--- src/rtl/chimp_pkg.sv ---
// Shared types and constants for the chimp memory-test game controller.
package chimp_pkg;

    localparam int BOARD_DIM = 8;
    localparam int NUM_W     = 5;

    typedef enum logic [2:0] {
        IDLE,
        CLEAR,
        LOAD_REQ,
        LOAD_WAIT,
        PLAY,
        WIN_PAUSE,
        FAIL_PAUSE,
        GAME_OVER
    } state_t;

endpackage

--- src/rtl/chimp_pause_timer.sv ---
// Down-counter for the result-display dwell; done is high on the last pause cycle.
module chimp_pause_timer #(
    parameter int CYCLES = 50000000
) (
    input  logic clk,
    input  logic rst,
    input  logic load,
    output logic done
);

    localparam int W = $clog2(CYCLES + 1);
    // Loading CYCLES-1 makes the pause state last exactly CYCLES cycles.
    localparam logic [W-1:0] RELOAD = W'(CYCLES - 1);

    logic [W-1:0] count;

    always_ff @(posedge clk or posedge rst) begin
        if (rst) begin
            count <= '0;
        end else if (load) begin
            count <= RELOAD;
        end else if (count != '0) begin
            count <= count - 1'b1;
        end
    end

    assign done = (count == '0);

endmodule

--- src/rtl/chimp_control.sv ---
// Game-sequencing FSM for the chimp memory test: clear, load, play, pause, game over.
module chimp_control
    import chimp_pkg::*;
#(
    parameter int START_COUNT  = 4,
    parameter int MAX_COUNT    = 31,
    parameter int MAX_STRIKES  = 3,
    parameter int PAUSE_CYCLES = 50000000
) (
    input  logic             clk,
    input  logic             iReset,
    input  logic             iStart,
    input  logic             iDoneLoad,
    input  logic             iChoseCorrectNum,
    input  logic             iChoseWrongNum,
    output logic             oResetBoard,
    output logic             oLoadEnable,
    output logic [NUM_W-1:0] oNumToLoad,
    output logic             oShowEnable,
    output logic [NUM_W-1:0] oNumToChoose,
    output logic [NUM_W-1:0] oLevel,
    output logic [1:0]       oStrikes,
    output logic [NUM_W-1:0] oScore,
    output logic             oRoundWin,
    output logic             oRoundFail,
    output logic             oGameOver,
    output logic [2:0]       oState
);

    localparam logic [NUM_W:0]   START_W      = (NUM_W + 1)'(START_COUNT);
    localparam logic [NUM_W:0]   MAX_W        = (NUM_W + 1)'(MAX_COUNT);
    localparam logic [1:0]       STRIKE_LIMIT = 2'(MAX_STRIKES);
    localparam logic [NUM_W-1:0] ONE          = NUM_W'(1);

    state_t           state, state_n;
    logic [NUM_W-1:0] num_to_load_n, num_to_choose_n, level_n, score_n;
    logic [1:0]       strikes_n, strikes_inc;
    logic             show_n;
    logic [NUM_W:0]   count_sum;
    logic [NUM_W-1:0] count;
    logic             pause_load, pause_done;

    assign count_sum   = {1'b0, oLevel} + START_W;
    assign count       = (count_sum > MAX_W) ? MAX_W[NUM_W-1:0] : count_sum[NUM_W-1:0];
    assign strikes_inc = oStrikes + 2'd1;
    assign oState      = state;

    always_comb begin
        state_n         = state;
        num_to_load_n   = oNumToLoad;
        num_to_choose_n = oNumToChoose;
        show_n          = oShowEnable;
        level_n         = oLevel;
        strikes_n       = oStrikes;
        score_n         = oScore;

        case (state)
            IDLE: begin
                if (iStart) begin
                    level_n   = '0;
                    strikes_n = '0;
                    score_n   = '0;
                    state_n   = CLEAR;
                end
            end
            CLEAR:    state_n = LOAD_REQ;
            LOAD_REQ: state_n = LOAD_WAIT;
            LOAD_WAIT: begin
                // A missing ack means the random cell was occupied; retry the same number.
                if (!iDoneLoad) begin
                    state_n = LOAD_REQ;
                end else if (oNumToLoad == count) begin
                    state_n = PLAY;
                end else begin
                    num_to_load_n = oNumToLoad + ONE;
                    state_n       = LOAD_REQ;
                end
            end
            PLAY: begin
                if (iChoseWrongNum) begin
                    strikes_n = strikes_inc;
                    state_n   = (strikes_inc == STRIKE_LIMIT) ? GAME_OVER : FAIL_PAUSE;
                end else if (iChoseCorrectNum) begin
                    if (oNumToChoose == ONE) begin
                        show_n = 1'b0;
                    end
                    if (oNumToChoose == count) begin
                        score_n = count;
                        state_n = WIN_PAUSE;
                    end else begin
                        num_to_choose_n = oNumToChoose + ONE;
                    end
                end
            end
            WIN_PAUSE: begin
                if (pause_done) begin
                    level_n = (oLevel == '1) ? oLevel : oLevel + ONE;
                    state_n = CLEAR;
                end
            end
            FAIL_PAUSE: begin
                if (pause_done) begin
                    state_n = CLEAR;
                end
            end
            GAME_OVER: begin
                if (iStart) begin
                    level_n   = '0;
                    strikes_n = '0;
                    state_n   = CLEAR;
                end
            end
            default: state_n = IDLE;
        endcase

        if (state_n == CLEAR) begin
            num_to_load_n   = ONE;
            num_to_choose_n = ONE;
            show_n          = 1'b1;
        end
        if (state_n == FAIL_PAUSE || state_n == GAME_OVER) begin
            show_n = 1'b1;
        end
    end

    assign pause_load = (state == PLAY) && (state_n == WIN_PAUSE || state_n == FAIL_PAUSE);

    always_ff @(posedge clk or posedge iReset) begin
        if (iReset) begin
            state        <= IDLE;
            oResetBoard  <= 1'b0;
            oLoadEnable  <= 1'b0;
            oNumToLoad   <= '0;
            oShowEnable  <= 1'b0;
            oNumToChoose <= '0;
            oLevel       <= '0;
            oStrikes     <= '0;
            oScore       <= '0;
            oRoundWin    <= 1'b0;
            oRoundFail   <= 1'b0;
            oGameOver    <= 1'b0;
        end else begin
            state        <= state_n;
            oResetBoard  <= (state_n == CLEAR);
            oLoadEnable  <= (state_n == LOAD_REQ);
            oNumToLoad   <= num_to_load_n;
            oShowEnable  <= show_n;
            oNumToChoose <= num_to_choose_n;
            oLevel       <= level_n;
            oStrikes     <= strikes_n;
            oScore       <= score_n;
            oRoundWin    <= (state_n == WIN_PAUSE);
            oRoundFail   <= (state_n == FAIL_PAUSE);
            oGameOver    <= (state_n == GAME_OVER);
        end
    end

    chimp_pause_timer #(
        .CYCLES (PAUSE_CYCLES)
    ) u_pause_timer (
        .clk  (clk),
        .rst  (iReset),
        .load (pause_load),
        .done (pause_done)
    );

endmodule
--- config.mk ---
export PLATFORM = sky130hd
export DESIGN_NAME = chimp_control
export DESIGN_NICKNAME = d
export VERILOG_FILES = /design/src/rtl/chimp_pkg.sv /design/src/rtl/chimp_pause_timer.sv /design/src/rtl/chimp_control.sv
export SDC_FILE = /design/constraint.sdc
export NUM_CORES = 1
export LEC_CHECK = 0
export CAP_MARGIN = 10
export CORE_MARGIN = 4
export CORE_UTILIZATION = 40
export CTS_BUF_LIST = sky130_fd_sc_hd__clkbuf_4
export DETAILED_ROUTE_END_ITERATION = 10
export PLACE_DENSITY = 0.67
export SLEW_MARGIN = 30
export SYNTH_ARGS = -nofsm -noshare
export SYNTH_HDL_FRONTEND = slang
export SYNTH_SLANG_ARGS = --single-unit
--- constraint.sdc ---
create_clock -name clk -period 2.11 [get_ports clk]
set_input_delay 0.633 -clock clk [delete_from_list [all_inputs] [get_ports clk]]
set_output_delay 0.633 -clock clk [all_outputs]
set_load 0.02 [all_outputs]
Word-level counts from Yosys, hierarchy flattened
Index checks and enable logic that the tools add are counted.
Word-level totals
  flip-flop bits (word level): 57
  bits of input ports: 6
  output and inout bits: 31
  logic and storage cells: 112
Cells by class
  order comparisons: 1
  equality and inequality tests: 29
  multiplexer cells: 38
  $add $sub $neg: 6
  reductions and logical operators: 25
Operator list (number)
  $mux W5: 16
  $mux W26: 2
  $logic_not A26 Y1: 1
  $reduce_bool A26 Y1: 1
  $sub A26 B1 Y26 const B: 1
  $eq A3 B3 Y1 const B: 7
  $mux W3: 7
  $pmux W5 S2: 2
  $pmux W3 S6: 1
  $reduce_bool A2 Y1: 8
  $add A5 B1 Y5 const B: 3
  $ne A2 B2 Y1 const B: 7
  $reduce_and A4 Y1: 3
  $eq A5 B5 Y1: 2
  $eq A3 B2 Y1 const B: 3
  $reduce_bool A3 Y1: 3
  $ne A2 B1 Y1 const B: 4
  $mux W1: 7
  $add A5 B3 Y6 const B: 1
  $eq A3 B1 Y1 const B: 2
  $gt A6 B5 Y1 const B: 1
  $reduce_and A3 Y1: 2
  $eq A5 B1 Y1 const B: 1
  $eq A5 B5 Y1 const B: 1
  other kinds (10): 13

Longest topological paths before layout
Gate-level depths: netlist of the first run.
  word-level depth: 12
  gate-level depth with buffers: 10
  depth with buffers taken out: 9

Cells and area by module
Synthesis of the first run repeated with hierarchy kept, for this count alone.
Unflattened totals
  cell total of the unflattened synthesis: 363
  area total of the unflattened synthesis: 3607.2 µm²
By module, submodules not included
  chimp_control: cells an instance 213, sequential area each 775.7 µm², area each 2072.0 µm², times used 1
  chimp_pause_timer: cells an instance 150, sequential area each 650.6 µm², area each 1535.2 µm², times used 1

Worst setup path after synthesis of the first run
OpenSTA, ideal clock, no wires.
  path type: register to register
  from: register oLevel[2]
  to: register u_pause_timer.count[1]
  arrival time: 2.307 ns
  stages on the path, launching flop included: 9
  setup slack: -0.263 ns
  data required time: 2.044 ns
  period minus slack after synthesis: 2.373 ns
  setup time: 0.066 ns
  path buffers: 2
  path through: dfrtp_1 -> ha_1 -> or4_4 -> and3_4 -> or3_1 -> buf_6 -> o31a_4 -> buf_6 -> nand2_1
On the way
  longest elaborated chain between the ends: 12
  elaborated cells on any way between the ends: 17
  those cells by class: add/sub: 1; order compare: 1; eq/ne: 4; mux: 8; reduce/logical: 3
RTL lines
  from (decl): RTL line chimp_control.sv:21  | output logic [NUM_W-1:0] oLevel,
  from (signal assigned): RTL line chimp_control.sv:149  | oLevel <= level_n;
  $add A5 B3 Y6 (*): RTL line chimp_control.sv:43  | assign count_sum = {1'b0, oLevel} + START_W;
  $gt A6 B5 Y1: RTL line chimp_control.sv:44  | assign count = (count_sum > MAX_W) ? MAX_W[NUM_W-1:0] : count_sum[NUM_W-1:0];
  $mux W5 (*): RTL line chimp_control.sv:44
  $eq A5 B5 Y1: RTL line chimp_control.sv:87  | if (oNumToChoose == count) begin
  $mux W3: RTL line chimp_control.sv:87
  $mux W3: RTL line chimp_control.sv:83  | end else if (iChoseCorrectNum) begin
  $mux W3: RTL line chimp_control.sv:80  | if (iChoseWrongNum) begin
  $pmux W3 S6 (*): RTL line chimp_control.sv:57  | case (state)
  $eq A3 B3 Y1: RTL line chimp_control.sv:126  | assign pause_load = (state == PLAY) && (state_n == WIN_PAUSE || state_n == FAIL_PAUSE);
  $logic_or A1 B1 Y1 (*): RTL line chimp_control.sv:126
  $logic_and A1 B1 Y1 (*): RTL line chimp_control.sv:126
  $mux W26 or $reduce_bool A2 Y1 (tied branches)
  to (signal assigned): RTL line chimp_pause_timer.sv:23  | count <= count - 1'b1;
  to (decl): RTL line chimp_pause_timer.sv:15  | logic [W-1:0] count;
Every way passes the cells marked *; elsewhere a longest branch is shown, timed or not.
A chain may end at the register's enable or synchronous reset.

Worst setup path after layout of the first run
  from: register oLevel[2]
  to: register u_pause_timer.count[25]
Same word-level chain as after synthesis.

==> flow_metrics.env, run 1 <==
export IMPL_status="finished, violations left"
export IMPL_violations="negative setup slack"
export IMPL_ys_seq_elements=57
export IMPL_ir_worst_vdd_uv=649
export IMPL_routed_wl_um=9300
export IMPL_synth_top_area_cell="dfrtp_1"
export IMPL_worst_slew_pin_slew_ns=0.496
export IMPL_cts_buffers=9
export IMPL_cp_arrival_ns=2.66
export IMPL_min_period_over_period_pct=110
export IMPL_min_period_ns=2.32
export IMPL_synth_ff_type="dfrtp_1"
export IMPL_cts_tree="yes"
export IMPL_cpPeakStageDelay_ns=0.53
export IMPL_vias=3135
export IMPL_cp_max_fo=8
export IMPL_holdCritPathClass="primary input to asynchronous set/reset pin"
export IMPL_diodes=0
export IMPL_async_reset_ff_share_pct=100
export IMPL_cts_htree_levels=3
export IMPL_crit_type="flip-flop to flip-flop"
export IMPL_ioPinCount=37
export IMPL_finalWorstSetupSlack_ns=-0.213
export IMPL_firstDrtPassIters=5
export IMPL_synth_edf_count=0
export IMPL_ys_seq_area_share_pct=41.8
export IMPL_grt_pass1_vias=3138
export IMPL_syn_avg_cell_area_um2=9.77
export IMPL_drc=0
export IMPL_initial_core_util_pct=41.3
export IMPL_area_growth_pct=44.5
export IMPL_die_h_um=100
export IMPL_grt_use_met1_pct=27.3
export IMPL_antenna_found_initial=0
export IMPL_seqPwrFrac_pct=30.6
export IMPL_syn_inst=349
export IMPL_drv_slew=0
export IMPL_post_place_ws_ns=-0.329
export IMPL_coreArea_mm2=0.00826
export IMPL_root_buffer="clkbuf_4"
export IMPL_grt_max_degree=32
export IMPL_grt_pass1_wl_um=15400
export IMPL_holdBufCountCts=0
export IMPL_grt_usage_pct=19.5
export IMPL_setup_viol=52
export IMPL_p_int_uw=3140
export IMPL_slew_headroom_pct=66.6
export IMPL_max_freq_ghz=0.431
export IMPL_holdWs_ns=0.456
export IMPL_port_buffers=36
export IMPL_switching_share_pct=42.8
export IMPL_utilization_pct=59.7
export IMPL_p_switching_uw=2350
export IMPL_synth_area_leaders="dfrtp_1, xnor2_1, xor2_1"
export IMPL_met3_usage_pct=3.20
export IMPL_synth_cell_type_count=69
export IMPL_finalClockSkew_ns=0.0190
export IMPL_end_kind="flip-flop"
export IMPL_globalplace_congestion=0.909
export IMPL_syn_num_nets=363
export IMPL_pwr_share_comb_pct=58.0
export IMPL_use_met2_pct=30.4
export IMPL_hpwl_um=6560
export IMPL_first_iter_violations=197
export IMPL_cts_clk_slew_worst_paths_ns=0.10
export IMPL_fin_nets=483
export IMPL_fin_setup_tns_ns=-7.33
export IMPL_cap_violations=0
export IMPL_pwr_share_clk_pct=11.3
export IMPL_synthTopCellsByCount="dfrtp_1, nand2_1, nor2_1"
export IMPL_die_w_um=100
export IMPL_power_leakage_uw=0.00210
export IMPL_dp_cells=554
export IMPL_top_usage_layer="met2"
export IMPL_required_ns=2.44
export IMPL_drive_above_1_share_pct=38.1
export IMPL_yosysMostFrequentCell="dfrtp_1"
export IMPL_clock_sinks=57
export IMPL_power_density_mw_per_mm2=1110
export IMPL_rsz0062_at_grt="true"
export IMPL_synth_area_mm2=0.00341
export IMPL_ant_nets=0
export IMPL_synth_top_area_share_pct=41.8
export IMPL_overflow=0
export IMPL_critPathLaunchType="flip-flop"
export IMPL_viasPerCell=5.42
export IMPL_die_area_mm2=0.0101
export IMPL_ys_warn_count=0
export IMPL_layout_cells_non_filler=578
export IMPL_hold_viol=0
export IMPL_n_fill_cell=702
export IMPL_insertion_delay_ns=0.40
export IMPL_clock_path_buffers=2
export IMPL_wire_per_inst_um=16.1
export IMPL_crit_path_top_delay_cell="or4_4"
export IMPL_worstPathCellList="ha_4 -> or4_4 -> and3_4 -> or3_4 -> o31a_4 -> nand3b_1"
export IMPL_row_count=33
cell families after synthesis:
kind of cell	Yosys count	share of synthesized area, %
flip-flops	57	41.8
AO/OA/AOI/OAI	64	14.5
buffers and inverters	25	3.89
XOR/XNOR	35	8.99
adder cells (fa/ha/maj)	8	2.93
AND/OR/NAND/NOR	153	25.7
multiplexers	7	2.13
metal layers:
metal	vias up	part of all wire [%]
li1	1514	-
met1	1515	47
met2	96	48
met3	10	4.5
met4	0	0.88
met5	-	0
critical path: cells and delay by family, from the launching register on:
kind / cells / cell delay [ns]
and+or+nand+nor: 4 / 1.31
DFF: 1 / 0.48
adders and majority gates: 1 / 0.26
AOI/OAI and AO/OA: 1 / 0.21
path summary, 6_finish.rpt:
check                                          end  startpoint  cells after the start  slack [ns]
setup reg to reg           u_pause_timer.count[25]   oLevel[2]                      6       -0.21
setup / recovery           u_pause_timer.count[25]   oLevel[2]                      6       -0.21
min in group clk                         oScore[0]   oScore[0]                      1        0.49
max in group asynchronous                oScore[3]      iReset                      3        1.20
hold / removal                       oNumToLoad[2]      iReset                      2        0.46
hold reg to reg                          oScore[0]   oScore[0]                      1        0.49
per-stage QoR:
step           cell area [um2]  total power, uW
2_1_floorplan             3500             3280
3_3_place_gp              4520             4400
3_5_place_dp              4520             4490
4_1_cts                   4830             5380
5_1_grt                   4930             5870
6_report                  4930             5490
placed cells by master (no fill, tap or decap), types with 7 or more instances in the layout:
master,instances
buf_4,72
dfrtp_1,53
nor2_1,27
nand2_1,21
xnor2_1,18
clkdlybuf4s50_1,17
xor2_1,16
dlygate4sd2_1,16
nand3_1,13
nand2_2,11
clkbuf_4,10
buf_6,10
nor3_1,9
nor4_4,7
inv_1,7
a21oi_2,7
a21oi_1,7
state kept, by name, summed over array words and instances, names as in the netlist:
register / cells
oStrikes: 2
oResetBoard: 1
oRoundWin: 1
oGameOver: 1
oState: 3
oScore: 5
oLoadEnable: 1
oLevel: 5
oNumToChoose: 5
oNumToLoad: 5
u_pause_timer.count: 26
oRoundFail: 1
oShowEnable: 1
cell type report:
cell class | instances | area (um2) | share of cell area (%)
Inverter | 11 | 43.8 | 0.889
Clock inverter | 5 | 23.8 | 0.482
Multi-Input combinational cell | 269 | 2160 | 43.9
Clock buffer | 10 | 75.1 | 1.52
Sequential cell | 57 | 1430 | 29.0
Timing Repair Buffer | 121 | 1060 | 21.5
Tap cell | 105 | 131 | 2.67
power by group through the flow:
stage	clock network, uW	logic [uW]	registers (uW)
final	622	3180	1680
after global routing	691	3450	1720
after CTS	643	3080	1670
after detailed placement	0	2800	1690
after global placement	0	2710	1690
after floorplan	0	1440	1840
what timing repair did:
action / CTS / global route
endpoints found under the setup margin: 68 / 58
resized for setup: 49 / 30
setup buffers: 7 / 0
gates cloned: 2 / 0
pin swaps: 14 / 11
No activity file was read; power rests on OpenSTA's default activity.
==> run 2: changes to the inputs <==
Settings changed: SLEW_MARGIN 30 to unset.
==> results of run 2 <==
The final DEF is identical to that of run 1; final timing and power are the same.
